## src/rtl/ecl_univ_counter.sv

```systemverilog
// Universal up/down counter with MC10136 mode encoding, configurable width and modulus,
// synchronous clear and a registered wrap pulse. Active-low carry in/out for cascading.
module ecl_univ_counter #(
    parameter int unsigned      WIDTH       = 4,
    parameter longint unsigned  MODULUS     = 64'd1 << WIDTH,
    parameter longint unsigned  RESET_VALUE = 64'd0
) (
    input  logic             clk,
    input  logic             reset,
    input  logic [1:0]       s,
    input  logic [WIDTH-1:0] d,
    input  logic             nci,
    input  logic             clr,
    output logic [WIDTH-1:0] q,
    output logic             nco,
    output logic             wrap
);

    typedef enum logic [1:0] {
        ModeLoad = 2'd0,
        ModeDec  = 2'd1,
        ModeInc  = 2'd2,
        ModeHold = 2'd3
    } mode_e;

    localparam logic [WIDTH-1:0] MaxVal = WIDTH'(MODULUS - 64'd1);
    localparam logic [WIDTH-1:0] RstVal = WIDTH'(RESET_VALUE);

    logic [WIDTH-1:0] q_q, q_d;
    logic             wrap_q, wrap_d;

    always_ff @(posedge clk or posedge reset) begin
        if (reset) begin
            q_q    <= RstVal;
            wrap_q <= 1'b0;
        end else begin
            q_q    <= q_d;
            wrap_q <= wrap_d;
        end
    end

    // Any unmatched (including unknown) mode falls through to hold.
    always_comb begin
        q_d    = q_q;
        wrap_d = 1'b0;
        if (clr) begin
            q_d = '0;
        end else begin
            case (mode_e'(s))
                ModeLoad: q_d = (64'(d) < MODULUS) ? d : MaxVal;
                ModeInc: begin
                    if (!nci) begin
                        if (q_q == MaxVal) begin
                            q_d    = '0;
                            wrap_d = 1'b1;
                        end else begin
                            q_d = q_q + WIDTH'(1);
                        end
                    end
                end
                ModeDec: begin
                    if (!nci) begin
                        if (q_q == '0) begin
                            q_d    = MaxVal;
                            wrap_d = 1'b1;
                        end else begin
                            q_d = q_q - WIDTH'(1);
                        end
                    end
                end
                default: q_d = q_q;
            endcase
        end
    end

    // Carry-out ignores clr: it reflects the terminal count of the current q.
    always_comb begin
        nco = 1'b1;
        case (mode_e'(s))
            ModeInc: nco = !(!nci && (q_q == MaxVal));
            ModeDec: nco = !(!nci && (q_q == '0));
            default: nco = 1'b1;
        endcase
    end

    assign q    = q_q;
    assign wrap = wrap_q;

endmodule

```

## config.mk

```make
export PLATFORM = sky130hd
export DESIGN_NAME = ecl_univ_counter
export DESIGN_NICKNAME = d
export VERILOG_FILES = /design/src/rtl/ecl_univ_counter.sv
export SDC_FILE = /design/constraint.sdc
export NUM_CORES = 1
export LEC_CHECK = 0
export BUFFER_PORTS_ARGS = -buffer_cell sky130_fd_sc_hd__buf_2
export CORE_AREA = 2 2 39 41
export CTS_BUF_LIST = sky130_fd_sc_hd__clkbuf_8
export CTS_CLUSTER_DIAMETER = 60
export CTS_CLUSTER_SIZE = 12
export DETAILED_ROUTE_END_ITERATION = 10
export DIE_AREA = 0 0 41 43
export PLACE_DENSITY_LB_ADDON = 0.1
export SYNTH_ARGS = -nofsm -noshare
export SYNTH_HDL_FRONTEND = slang
export SYNTH_SLANG_ARGS = --single-unit
```

## constraint.sdc

```tcl
create_clock -name clk -period 2.1 [get_ports clk]
set_clock_uncertainty 0.15 [all_clocks]
set_input_delay 0.63 -clock clk [delete_from_list [all_inputs] [get_ports clk]]
set_output_delay 0.63 -clock clk [all_outputs]
set_load 0.01 [all_outputs]
```

==> results of run 1 <==
[power by group through the flow]
stage / Combinational [mW] / Sequential (mW) / Clock, mW
after floorplan: 0.0836 / 0.119 / 0
final: 0.168 / 0.118 / 0.170
after CTS: 0.159 / 0.117 / 0.176
after detailed placement: 0.146 / 0.116 / 0
after global placement: 0.145 / 0.116 / 0
after global routing: 0.186 / 0.119 / 0.186
[flip-flops by register name (all words and copies together), names as in the netlist]
name,flops
wrap,1
q,4
[timing repair]
action	in CTS	in global routing
hold buffers	0	0
setup endpoints to repair	1	1
hold endpoints to repair	0	0
resized for setup	7	1
buffers inserted	2	2
pin swaps	1	4
[area by class of cell]
cell class | count | area, sq um | area share, %
Inverter | 8 | 30.0 | 3.95
Sequential cell | 5 | 125 | 16.4
Clock inverter | 1 | 3.75 | 0.493
Multi-Input combinational cell | 44 | 353 | 46.4
Tap cell | 16 | 20.0 | 2.63
Clock buffer | 3 | 41.3 | 5.43
Timing Repair Buffer | 30 | 188 | 24.7
[synth_stat cells, drive strengths merged]
library cell and n:
inv 8, nor2 6, dfrtp 5, ha 5, a21oi 3, buf 3
nand2 3, nand3 3, nor4b 3, mux2i 2, o21ai 2, o221ai 2
a211oi 1, a21o 1, a311oi 1, a31o 1, a31oi 1, and3 1
nand2b 1, nor2b 1, nor3b 1, o211ai 1, o21bai 1, o311ai 1
o31a 1, o31ai 1, o32a 1
[through the flow]
step,TNS [ps],area (sq um),hold slack (ps),instances,worst slack (ps)
floorplan,0,498,259,60,84.2
global placement,0,658,375,99,0.420
detailed placement,-17.0,658,385,99,-17.0
CTS,-12.5,741,152,105,-12.5
global route,-64.6,761,167,107,-64.6
finish,-5.87,761,150,107,-5.87
[logic make-up after synthesis]
family | after synthesis
AND/OR/NAND/NOR | 19
AO/OA/AOI/OAI | 18
buffers and inverters | 11
adder cells (fa/ha/maj) | 5
flip-flops | 5
multiplexers | 2
[routing by layer]
| metal | global-route usage, % | up-vias | part of all wire (%) |
|---|---|---|---|
| met1 | 23.1 | 259 | 43 |
| met5 | 0 | - | 0 |
| met3 | 6.28 | 2 | 6.1 |
| li1 | - | 282 | - |
| met4 | 6.67 | 0 | 1.6 |
| met2 | 26.9 | 20 | 50 |
[worst min-delay path by stage]
stage               slack, ps  endpoint   from  cells past startpoint
floorplan                 260      q[0]  reset                      1
global placement          380      wrap  reset                      2
detailed placement        390      q[3]  reset                      2
CTS                       150      wrap  reset                      2
global route              170      wrap  reset                      2
finish                    150      wrap  reset                      2
==> summary.md, run 1 <==
| Metric | Value |
|---|---|
| Comb pwr share | a little under two fifths |
| Drt via density | 5.26 |
| CP max FO | 4 |
| Leading area contributor after synthesis | dfrtp_1 |
| CTS H-tree lvls | 1 |
| Netlist cell types | 29 |
| Synthesized area per cell | just over 8 sq um |
| Worst hold path class | in -> async |
| Port bufs | 15 |
| Post-route DRC violation count | 0 |
| Starting Density | between 30% and 40% |
| Chip Height | about 43 microns |
| Max Cap Viol | 0 |
| Total clock sinks | 5 |
| Final core occ | between 50% and 60% |
| Largest stage delay on the critical path | roughly 420 ps |
| Arrival time worst endpoint | approximately 1300 ps |
| Simple-gate area share of the yosys netlist | ~22% |
| Initial antenna violation count | 0 |
| Seq cells post-synth | 5 |
| Overall Power | ~0.46 mW |
| Seq/Total Area, Yosys | between 20% and 30% |
| Row cnt | 14 |
| # fillers | between 100 and 150 |
| Synth Area in XOR/XNOR | 0% |
| Grt ovf | 0 |
| Post-layout minimum cycle time | ~2100 ps |
| Final hold vios | 0 |
| Post-synthesis cell area | between 400 and 500 sq um |
| Routability Congestion | approximately 0.75 |
| Area growth syn-to-layout | 52.8% |
| Root buf cell | clkbuf_8 |
| Compound-gate portion of the synthesized area | a little over a quarter |
| CP required | 1320 ps |
| Most frequent cells in the layout | buf_2 (15), buf_4 (15), inv_1 (8), nor2_1 (6), dfrtp_1 (5) |
| TritonCTS clock tree | built |
| Startpoint Class | register |
| Tightest Pin Transition | 346 ps |
| Outcome | finished, violations left |
| Buf+Inv Stages, Crit Path | 2 |
| Failing checks | setup timing |
| Core ar. | about 1400 sq um |
| WL per Instance | 12.5 microns |
| RSZ-0062 raised after global routing | true |
| Pin count of the biggest net entering global routing | 10 |
| Crit path to | nco |
| Top cells by area, synth | dfrtp_1 (25%), ha_1 (13%), inv_1 (6.0%) |
| First-pass GRT wire length | between 2000 and 2500 microns |
| First DRT Iteration DRCs | 9 |
| Main combinational cell family by area after synthesis | compound AO/OA/AOI/OAI gates |
| FF-to-FF path depth | 8 |
| Fmax | roughly 470 MHz |
| Share of layout cells above drive strength 1 | a little under 50% |
| Slew headroom | between 70% and 80% |
| Post-DRT Antenna Nets | 0 |
| Clock power frac | a little under two fifths |
| Die Span X | slightly above 40 microns |
| Post-synthesis mux area share | ~4.0% |
| Reg power frac | approximately 26% |
| FF-to-FF End | q[3] |
| Final period util | 100% |
| Reg2reg setup slack | 250 ps |
| Final setup viols | 1 |
| Critical Path Source | q[1] |
| LEAKAGE | 0.382 nW |
| Net Sw Frac | approximately 30% |
| Crit path capture type | output port |
| Clock-pin transition on the worst setup and hold timing paths | approximately 30 ps |
| Diodes inserted | 0 |
| IO Pins | 16 |
| Nets | approximately 110 |
| Drt pass-1 iters | 4 |
| Switching Power | about 0.14 mW |
| Syn_nets | between 70 and 80 |
| Pwr Density | between 500 and 600 nW/um^2 |
| Total number of vias | roughly 560 |
| CTS Buf Count | 3 |
| Crit path max-delay family | flip-flops |
| CP max stage cell | dfrtp_1 |
| Internal power | about 0.32 mW |
| FF-to-FF Start | q[1] |
| Maximum vdd drop | 0.000479 V |
| Worst Slack Setup Final | -5.87 ps |
| Kind of critical path | reg -> out |
| Total GRT Usage | 18.0% |
| Max Slew Vio Count | 0 |
| Final WL | ~1300 microns |
| Synth Instances | 60 |
| Crit path cell chain | inv_1, ha_2, nor4b_4, o211ai_1, buf_2 |
| Top cell type's share of synthesized area | ~25% |
| Synth Area in Adders | about 13% |
| Clock latency on the worst-skew pair | between 200 and 250 ps |
| HPWL Detailed | 1060 microns |
| Die area | 1760 sq um |
| CP Depth | 5 |
| CTS max path bufs | 2 |
| Vias in the first global route | around 520 |
| YS warnings | 0 |
Note: power is estimated with default switching activity, not from simulation.
==> run 2, diff against run 1 <==
--- a/config.mk
+++ b/config.mk
@@ -13,6 +13,7 @@
 export DETAILED_ROUTE_END_ITERATION = 10
 export DIE_AREA = 0 0 41 43
 export PLACE_DENSITY_LB_ADDON = 0.1
+export SETUP_SLACK_MARGIN = 0.15
 export SYNTH_ARGS = -nofsm -noshare
 export SYNTH_HDL_FRONTEND = slang
 export SYNTH_SLANG_ARGS = --single-unit
==> run 2 against run 1 <==
Count of clock-buffer cells in the layout unchanged. Highest routed layer unchanged. The run still ends with setup timing left. Wire length increased by 1.9%. Non-clock buffer count decreased by 2. Final cell count decreased by 1.9%. Maximum frequency decreased by 1.3%.
==> summary.md, run 2 (synthesis gave the netlist of run 1 again) <==
| Metric | Value |
|---|---|
| Final period util | 102% (+1.3 points) |
| Final core occ | 57.1% (+2.1 points) |
| Initial antenna violation count | 0 (unchanged) |
| Final hold vios | 0 (unchanged) |
| Worst hold path class | in -> async |
| Setup TNS | -33.8 ps (-28.0 ps) |
| Pwr Density | 580 nW/um^2 (-3.2%) |
| Cell Count, Final, Fillers Out | 105 (-1.9%) |
| Largest register FFs | 4 (unchanged) |
| Row cnt | 14 (unchanged) |
| Kind of critical path | reg -> out |
| Drt via density | 5.25 (-0.27%) |
| Top layer used by detailed routing | met4 |
| Hold WS | 145 ps (-5.13 ps) |
| Met1 Wirelength | 627 microns (+10%) |
| Total GRT Usage | 18.4% (+0.34 points) |
| Switching Power | 0.140 mW (+2.2%) |
| Diodes inserted | 0 (unchanged) |
| Total clock sinks | 5 (unchanged) |
| Post-DRT Antenna Nets | 0 (unchanged) |
| Final setup viols | 1 (unchanged) |
| Grt ovf | 0 (unchanged) |
| Outcome | finished, violations left |
| LEAKAGE | 0.373 nW (-2.4%) |
| Arrival time worst endpoint | 1350 ps (+20 ps) |
| Final WL | 1360 microns (+1.9%) |
| Most frequent cells in the layout | buf_2 (15), buf_4 (12), inv_1 (7), nor2_1 (6), dfrtp_1 (4) |
| Maximum vdd drop | 0.000631 V (+32%) |
| Comb pwr share | 36.7% (about the same) |
| Critical Path Source | q[0] |
| Clock-pin transition on the worst setup and hold timing paths | 40 ps (about the same) |
| Port bufs | 15 (unchanged) |
| Post-DP Area | 706 sq um (+7.2%) |
| Reg power frac | 25.9% (about the same) |
| Drt pass-1 iters | 4 (unchanged) |
| Vias in the first global route | 515 (-1.7%) |
| Nets | 105 (-1.9%) |
| Met3 Wirelength | 75 microns (-8.5%) |
| Reg2reg setup slack | 320 ps (+70 ps) |
| Failing checks | setup timing |
| TritonCTS clock tree | built |
| Design area | 790 sq um (+3.8%) |
| Max Slew Vio Count | 0 (unchanged) |
| Worst Slack Setup Final | -33.8 ps (-28.0 ps) |
| HPWL Detailed | 1040 microns (-1.2%) |
| Post-layout minimum cycle time | 2130 ps (+28.0 ps) |
| FF-to-FF path depth | 7 (-1) |
| Cells after DPL | 100 (+1.0%) |
| Die area | 1760 sq um (unchanged) |
| Starting Density | 36.0% (unchanged) |
| Max Cap Viol | 0 (unchanged) |
| IO Pins | 16 (unchanged) |
| Root buf cell | clkbuf_8 |
| Post-route DRC violation count | 0 (unchanged) |
| Overall Power | 0.458 mW (+0.47%) |
| Total number of vias | 551 (-2.1%) |
| Die Span X | 41 microns (unchanged) |
| Area growth syn-to-layout | 58.5% |
| CTS H-tree lvls | 1 (unchanged) |
| Clock power frac | 37.4% (about the same) |
| CP required | 1320 ps (about the same) |
| Share of layout cells above drive strength 1 | 50.6% (+2.2 points) |
| CP max FO | 4 (unchanged) |
| First-pass GRT wire length | 2180 microns (+0.65%) |
| FF-to-FF End | q[3] |
| Fmax | 469 MHz (-1.3%) |
| Pin count of the biggest net entering global routing | 10 (unchanged) |
| Net Sw Frac | 30.5% (+0.53 points) |
| Clock latency on the worst-skew pair | 220 ps (about the same) |
| Met2 WL | 652 microns (-2.0%) |
| FF-to-FF Start | q[0] |
| CTS Buf Count | 3 (unchanged) |
| Core ar. | 1380 sq um (unchanged) |
| Dpl ws | -34.2 ps (-17.1 ps) |
| First DRT Iteration DRCs | 4 (-5) |
| Crit path capture type | output port |
| Chip Height | 43 microns (unchanged) |
| Internal power | 0.318 mW (-0.29%) |
| WL per Instance | 13.0 microns (+3.9%) |
| Slew headroom | 75.6% (-1.0 points) |
| Routability Congestion | 0.720 (-3.5%) |
| Most common cell after layout, fill and taps aside | buf_2 |
| RSZ-0062 raised after global routing | true |
| Hold_buf cts | 0 (unchanged) |
| Startpoint Class | register |
| CTS max path bufs | 2 (unchanged) |
| Tightest Pin Transition | 361 ps (+15.3 ps) |
==> run 2: area by class of cell <==
class / count / area, sq um
clock buffers: 3 / 41.3
inverters: 8 / 30.0
repair buffers: 28 / 185
well taps: 16 / 20.0
fillers: 135 / 594
flip-flops and latches: 5 / 126
multi-input cells: 44 / 383
clock inverters: 1 / 3.75
==> run 2: worst max-delay path, stage by stage (launching register included) <==
cell      delay [ps]
dfrtp_1          420
inv_1             80
ha_2             190
nor4b_4          190
o211ai_1         100
buf_2            150
==> run 2: power by group through the flow <==
stage / registers, mW / logic [mW] / clock network, mW
detailed placement: 0.115 / 0.157 / 0
floorplan: 0.119 / 0.0905 / 0
global placement: 0.116 / 0.156 / 0
CTS: 0.118 / 0.168 / 0.176
finish: 0.119 / 0.168 / 0.171
global route: 0.119 / 0.185 / 0.186
==> run 2: how the worst max path moves through the flow <==
stage	end	slack, ps	cells past startpoint
final	nco	-30	5
after global routing	nco	-80	5
after CTS	nco	-40	5
after detailed placement	nco	-30	6
after global placement	nco	-20	6
after floorplan	nco	130	4
==> run 2: metal layers <==
metal	vias up	GRT usage, %
li1	276	-
met1	255	23.9
met2	18	28.1
met3	2	8.90
met4	0	1.33
met5	-	0
==> run 2: timing repair <==
| action | 4_1_cts | 5_1_grt |
|---|---|---|
| pin swaps | 2 | 1 |
| buffers inserted | 1 | 0 |
| endpoints found under the hold margin | 0 | 0 |
| gates resized for setup | 5 | 2 |
| endpoints found under the setup margin | 1 | 4 |
==> run 3, diff against run 2 <==
--- a/config.mk
+++ b/config.mk
@@ -13,6 +13,7 @@
 export DETAILED_ROUTE_END_ITERATION = 10
 export DIE_AREA = 0 0 41 43
 export PLACE_DENSITY_LB_ADDON = 0.1
+export REMOVE_ABC_BUFFERS = 1
 export SETUP_SLACK_MARGIN = 0.15
 export SYNTH_ARGS = -nofsm -noshare
 export SYNTH_HDL_FRONTEND = slang
==> run 3 against run 2 <==
The run still ends with setup timing left. Critical path type unchanged. Worst setup slack better by 23 ps. Maximum frequency grew 1.1%. Critical endpoint unchanged. Hold slack hardly changed. Non-clock buffer count is 2 higher.
==> summary.md, run 3 (synthesis gave the netlist of run 1 again) <==
| Metric | Value |
|---|---|
| Outcome | finished, violations left |
| Failing checks | setup timing |
| Share of layout cells above drive strength 1 | 50.5% (about the same) |
| Nets | 107 (+1.9%) |
| Final WL | 1320 microns (-3.5%) |
| CP max FO | 4 (unchanged) |
| Critical Path Source | q[0] |
| Final period util | 101% (-1.1 points) |
| M1 GR Usage | 24.3% (+0.33 points) |
| Max Cap Viol | 0 (unchanged) |
| Die area | 1760 sq um (unchanged) |
| Row cnt | 14 (unchanged) |
| Hold_buf cts | 0 (unchanged) |
| Vias in the first global route | 492 (-4.5%) |
| HPWL Detailed | 991 microns (-5.0%) |
| Largest register FFs | 4 (unchanged) |
| Tightest Pin Transition | 412 ps (+50.3 ps) |
| LEAKAGE | 0.390 nW (+4.5%) |
| Pwr Density | 584 nW/um^2 (+0.74%) |
| Diodes inserted | 0 (unchanged) |
| Kind of critical path | reg -> out |
| Startpoint Class | register |
| Grt met3 use | 7.85% (-1.0 points) |
| RSZ-0062 raised after global routing | true |
| Total GRT Usage | 18.3% (-0.10 points) |
| FF-to-FF path depth | 7 (unchanged) |
| Drt pass-1 iters | 3 (-1) |
| Worst hold path class | in -> async |
| Core ar. | 1380 sq um (unchanged) |
| Total clock sinks | 5 (unchanged) |
| CP required | 1320 ps (about the same) |
| Grt peak-use layer | met2 |
| Slew headroom | 72.2% (-3.4 points) |
| Area growth syn-to-layout | 57.0% |
| First DRT Iteration DRCs | 2 (-2) |
| Most frequent cells in the layout | buf_2 (15), buf_4 (15), inv_1 (8), nor2_1 (6), dfrtp_1 (5) |
| FF-to-FF End | q[3] |
| Die Span X | 41 microns (unchanged) |
| # fillers | 144 (+6.7%) |
| WL per Instance | 12.3 microns (-5.3%) |
| Root buf cell | clkbuf_8 |
| Pin count of the biggest net entering global routing | 10 (unchanged) |
| Port bufs | 15 (unchanged) |
| Chip Height | 43 microns (unchanged) |
| Final hold vios | 0 (unchanged) |
| CTS max path bufs | 2 (unchanged) |
| Final setup viols | 1 (unchanged) |
| Arrival time worst endpoint | 1330 ps (-20 ps) |
| FF-to-FF Start | q[0] |
| Largest stage delay on the critical path | 400 ps (-20 ps) |
| Crit path capture type | output port |
| Reg2reg setup slack | 290 ps (-30 ps) |
| Starting Density | 36.0% (unchanged) |
| Final core occ | 56.5% (-0.54 points) |
| Total number of vias | 549 (-0.36%) |
| Maximum vdd drop | 0.000491 V (-22%) |
| CP max stage cell | dfrtp_1 |
| Clock-pin transition on the worst setup and hold timing paths | 30 ps (about the same) |
| Routability Congestion | 0.746 (+3.6%) |
| Clock latency on the worst-skew pair | 220 ps (about the same) |
| Initial antenna violation count | 0 (unchanged) |
| Post-route DRC violation count | 0 (unchanged) |
| Fmax | 474 MHz (+1.1%) |
| Crit path cell chain | ha_1, nand3_1, o21ai_1, o211ai_1, buf_2 |
| Post-layout minimum cycle time | 2110 ps (-22.9 ps) |
| IO Pins | 16 (unchanged) |
| Worst Slack Setup Final | -11.0 ps (+22.9 ps) |
| Crit path to | nco |
| First-pass GRT wire length | 2140 microns (-1.9%) |
| Dpl ws | -30.1 ps (+4.01 ps) |
| CTS H-tree lvls | 1 (unchanged) |
| TritonCTS clock tree | built |
| Grt ovf | 0 (unchanged) |
| CTS Buf Count | 3 (unchanged) |
| M2 GR Usage | 26.9% (-1.3 points) |
| Drt via density | 5.13 (-2.2%) |
| Post-DRT Antenna Nets | 0 (unchanged) |
| Max Slew Vio Count | 0 (unchanged) |
## run 3: cell count changes in the layout (fill, tap and decap cells not counted), sizes merged
cell / delta
buf: +2
## run 3: worst min path at each step
stage                      from  endpoint  slack [ps]  cells after the start
after floorplan           reset      q[0]         260                      1
final                     reset      wrap         140                      2
after global routing      reset      q[3]         150                      2
after detailed placement  reset      q[0]         380                      2
after global placement    reset      q[0]         370                      2
after CTS                 reset      q[3]         140                      2
## run 3: final cells by class
cell class / count / area, sq um / area share (%)
clock inverter: 1 / 3.75 / 0.480
tap: 16 / 20.0 / 2.56
multi-input combinational: 44 / 374 / 47.8
timing repair buffer: 30 / 188 / 24.0
sequential: 5 / 125 / 16.0
inverter: 8 / 30.0 / 3.84
clock buffer: 3 / 41.3 / 5.28
## run 3: through the flow
| step | cell area [sq um] | total power [mW] | hold WS (ps) | cells | TNS [ps] |
|---|---|---|---|---|---|
| after floorplan | 480 | 0.197 | 259 | 57 | 0 |
| after global placement | 666 | 0.264 | 374 | 100 | -16.1 |
| after detailed placement | 666 | 0.264 | 378 | 100 | -51.4 |
| after CTS | 753 | 0.454 | 144 | 107 | -4.17 |
| after global routing | 782 | 0.491 | 155 | 107 | -68.0 |
| final | 782 | 0.457 | 145 | 107 | -11.0 |
## run 3: timing repair
item | in CTS | in global routing
pin swaps | 2 | 1
resized for setup | 5 | 7
buffers inserted | 3 | 0
setup endpoints to repair | 1 | 4
## run 3: report_power, final
group          switching, mW  internal, mW  total (mW)
registers             0.0130         0.105       0.118
clock network         0.0452         0.125       0.170
logic                 0.0810        0.0874       0.168
total                  0.139         0.318       0.457
## run 3: critical path, delay by kind of cell (launching register included)
kind / cells / cell delay (ps)
compound gates: 2 / 230
fa+ha+maj: 1 / 210
buf+inv: 1 / 140
flops: 1 / 400
simple gates: 1 / 120
## run 3: metal layers
layer  up-vias  part of all wire [%]
met5         -                     0
met4         0                     0
met3         0                   4.9
met2        14                    48
met1       254                    47
li1        281                     -
